<file path="src/rtl/serial_mod_step.sv">
`default_nettype none
// ============================================================================
// Module   : serial_mod_step
// Purpose  : One conditional-subtract reduction step. The operand is known to
//            be below 2*div, so one subtract yields operand mod div.
// Revision : 1.0 - initial release
// ============================================================================
module serial_mod_step #(
    parameter int DIV_W = 4
) (
    input  logic [DIV_W:0]   operand,
    input  logic [DIV_W-1:0] div,
    output logic [DIV_W-1:0] result
);

    logic             w_ge;
    logic [DIV_W-1:0] w_sub;

    // The low DIV_W bits of the difference are exact because the true result
    // is below div whenever the subtract is selected.
    assign w_ge   = (operand >= {1'b0, div});
    assign w_sub  = operand[DIV_W-1:0] - div;
    assign result = w_ge ? w_sub : operand[DIV_W-1:0];

endmodule
`default_nettype wire

</file>
<file path="config.mk">
export PLATFORM = sky130hd
export DESIGN_NAME = serial_mod_step
export DESIGN_NICKNAME = d
export VERILOG_FILES = /design/src/rtl/serial_mod_step.sv
export SDC_FILE = /design/constraint.sdc
export NUM_CORES = 1
export LEC_CHECK = 0
export ABC_AREA = 1
export CAP_MARGIN = 30
export CORE_AREA = 2 2 39 41
export DETAILED_ROUTE_END_ITERATION = 8
export DIE_AREA = 0 0 41 43
export PLACE_DENSITY = 0.39
export REMOVE_ABC_BUFFERS = 1
export SYNTH_ARGS = -nofsm -noshare
export SYNTH_HDL_FRONTEND = slang
export SYNTH_SLANG_ARGS = --single-unit
</file>
<file path="constraint.sdc">
create_clock -name vclk -period 1.9
set_input_delay 0.38 -clock vclk [all_inputs]
set_output_delay 0.38 -clock vclk [all_outputs]
set_load 0.05 [all_outputs]
</file>
== Word-level counts from Yosys, hierarchy flattened ==
Cells that the tools add are included.
Cells by class
  $lt $le $gt $ge: 1
  add/subtract/negate cells: 1
  muxes and demuxes: 1
Operators by type and width (count)
  5-bit by 4-bit >= comparator with 1-bit output: 1
  4-bit two-way mux: 1
  4-bit subtractor: 1
Word-level totals
  bits in registers: 0
  word-level logic and storage cells: 3

== Depth between registers and ports, before layout ==
  depth in word-level cells: 2
  gate-level depth with buffers: 10

== Least setup slack after synthesis ==
No wires, ideal clock.
  path type: input to output
  start point: input port operand[0]
  end point: output port result[2]
  buffers on the path: 0
  arrival time: 1.531 ns
  path slack: -0.011 ns
  data required time: 1.520 ns
  stages: 7
  cell sequence: inv_1 ha_1 inv_1 fa_1 xor2_1 nand2_1 nand2_1
On the way
  longest elaborated chain between the ends: 2
  elaborated cells on any way between the ends: 3
  those cells by class: 1 x add/sub; 1 x order compare; 1 x mux
RTL lines
  from (decl): RTL line 11  | input logic [DIV_W:0] operand,
  4-bit subtractor or 5-bit by 4-bit >= comparator with 1-bit output (tied branches): RTL line 22, 21
  4-bit two-way mux (*): RTL line 23  | assign result = w_ge ? w_sub : operand[DIV_W-1:0];
  to (decl): RTL line 13  | output logic [DIV_W-1:0] result
Mark *: on every way between the ends. The rest lies on a longest branch, timed or not.

== Worst setup path in the final report ==
  start point: input port operand[0]
  end point: output port result[1]
The elaborated chain is that of the path after synthesis.

==> key figures <==
Placement
  – Post-DP HPWL: 473 um
  – Post-Place Cell Area: 452 um2
  – Post-Place Cells: 74
  – DP Worst Slack: -0.452 ns
  – RePlAce Congestion: 0.701
  – # port buffers: 13

Power
  – Pwr per Cell Area: 475 nW/um2
  – Total power: 0.000262 W
  – Worst vdd ir: 0.131 mV
  – LEAKAGE: 0.269 nW

Route
  – Remaining antenna violation count: 0
  – Starting DRT DRC Count: 1
  – First-pass detailed-route iteration total: 2
  – DR vias: 290
  – Drt drc: 0
  – Vias/cell: 3.87
  – Post-Route WL: 611 um
  – Avg WL per Cell: 8.15 um

Timing
  – Hold Vio Cnt, Final: 0
  – Measured slew at the worst slew-check pin: 0.129 ns
  – Slew Viols, Final: 0
  – Fmax: 540 MHz
  – Post-route minimum period: 1.85 ns
  – Unrepaired setup endpoints after global routing: false
  – Final Setup Violations: 0
  – Final WS setup: 0.0493 ns
  – Fin crit share: 97.4%
  – Slew headroom: 91.4%

Setup path
  – Levels on crit path: 8
  – Crit. End Element: primary output
  – CP peak stage delay: 0.52 ns
  – Crit path kind: in2out
  – Most frequent CP cell: nand2_2
  – Startpoint Class: input port
  – CP max FO: 2
  – Worst EP arrival: 1.47 ns
  – CP top delay family: adder cells
  – Crit path cell chain: buf_6 -> inv_2 -> ha_4 -> inv_4 -> fa_2 -> nand2_2 -> nand2_2 -> buf_12
  – CP bufs+invs: 4
  – CP max stage cell: fa_2
  – WP data required: 1.52 ns

Global route
  – Vias in the first global route: 299
  – First-pass GRT wire length: 1.16 mm
  – GR Overflow Total: 0
  – Total GRT Usage: 8.81%
  – Largest net degree at the start of global routing: 6
  – Initial antenna violation count: 0

Final layout
  – Nets@finish: 75
  – Antenna cells: 0
  – Fillers: 143
  – Area Growth Syn to Fin: 154%
  – Final Instance Area: 551 um2
  – Multi-input logic area: 295 um2
  – Layout cell share with drive strength beyond 1: 72.9%
  – Finished Layout Cells: 75
  – Util after Layout: 39.8%
  – Layout clock buffer count: 0
  – Register area: 0 um2
  – Sequential cell count: 0

Die
  – Die area: 1760 um2
  – Initial Util: 15.6%
  – Die X: 41 um
  – Rows: 14
  – Core region area: 1380 um2
  – Die Y: 43 um
  – Boundary Pins: 13

Min path
  – Type of the worst min-delay path: in2out
  – Worst hold path depth: 4

Synth
  – Post-Syn Area: 216 um2
  – Cells after synthesis: 39
  – Yosys warning total: 0
  – Syn Area/Cell: 5.55 um2
  – Sequential area share after synthesis: 0%
  – Distinct cells, synth: 9

CTS
  – Post-CTS Hold Buffers: 0

Job
  – Max-Cap Viols: 0

Run status
  – Status: completed
layout make-up:
cell class	count	share of cell area, %
timing repair buffer	20	36.4
multi-input combinational	31	53.6
tap	16	3.64
inverter	8	6.36
cells in the mapped netlist:
cell type	count	area, um2
nand2_1	15	56.3
inv_1	8	30.0
nand3_1	6	30.0
ha_1	4	50.1
nand2_2	2	12.5
a21oi_1	1	5.00
fa_1	1	20.0
nor2_1	1	3.75
xor2_1	1	8.76
report_power, final:
group	switching, W	leakage, nW	total, W	internal (W)
registers	0	0	0	0
logic	0.000133	0.269	0.000262	0.000128
clock network	0	0	0	0
worst paths after layout:
| kind | startpoint | to | slack [ns] |
|---|---|---|---|
| setup / recovery | operand[0] | result[1] | 0.05 |
| hold / removal | operand[0] | result[0] | 1.14 |
cell families after synthesis:
family,count (synthesis),share of synthesized area [%]
buffers and inverters,8,13.9
and+or+nand+nor,24,47.4
xor gates and xnor gates,1,4.05
AOI/OAI and AO/OA,1,2.31
adders and majority gates,5,32.4
metrics by stage:
step	hold WS, ns	TNS, ns
3_5_place_dp	1.51	-1.78
2_1_floorplan	1.10	-0.0106
5_1_grt	1.16	0
3_3_place_gp	1.51	-1.76
6_report	1.14	0
4_1_cts	1.17	0
placed cells by master, fill, tap and decap left out, drive strengths merged:
cell           Yosys  routed
dlygate4sd2        0       2
ha                 4       4
fa                 1       1
xor2               1       1
buf                0      17
a21oi              1       1
nand3              6       6
nor2               1       1
inv                8       8
clkdlybuf4s50      0       1
nand2             17      17
timing repair:
item,in CTS,in global routing
gates resized for setup,52,4
pin swaps,13,7
setup buffers,1,0
setup endpoints to repair,4,4
metal layers:
metal | up-vias | part of all wire, % | global-route usage (%)
li1 | 160 | - | -
met5 | - | 0 | 0
met4 | 0 | 0 | 0
met3 | 0 | 3.3 | 0
met2 | 5 | 55 | 16.3
met1 | 125 | 41 | 11.5
Note: power is estimated with default switching activity, not from simulation.
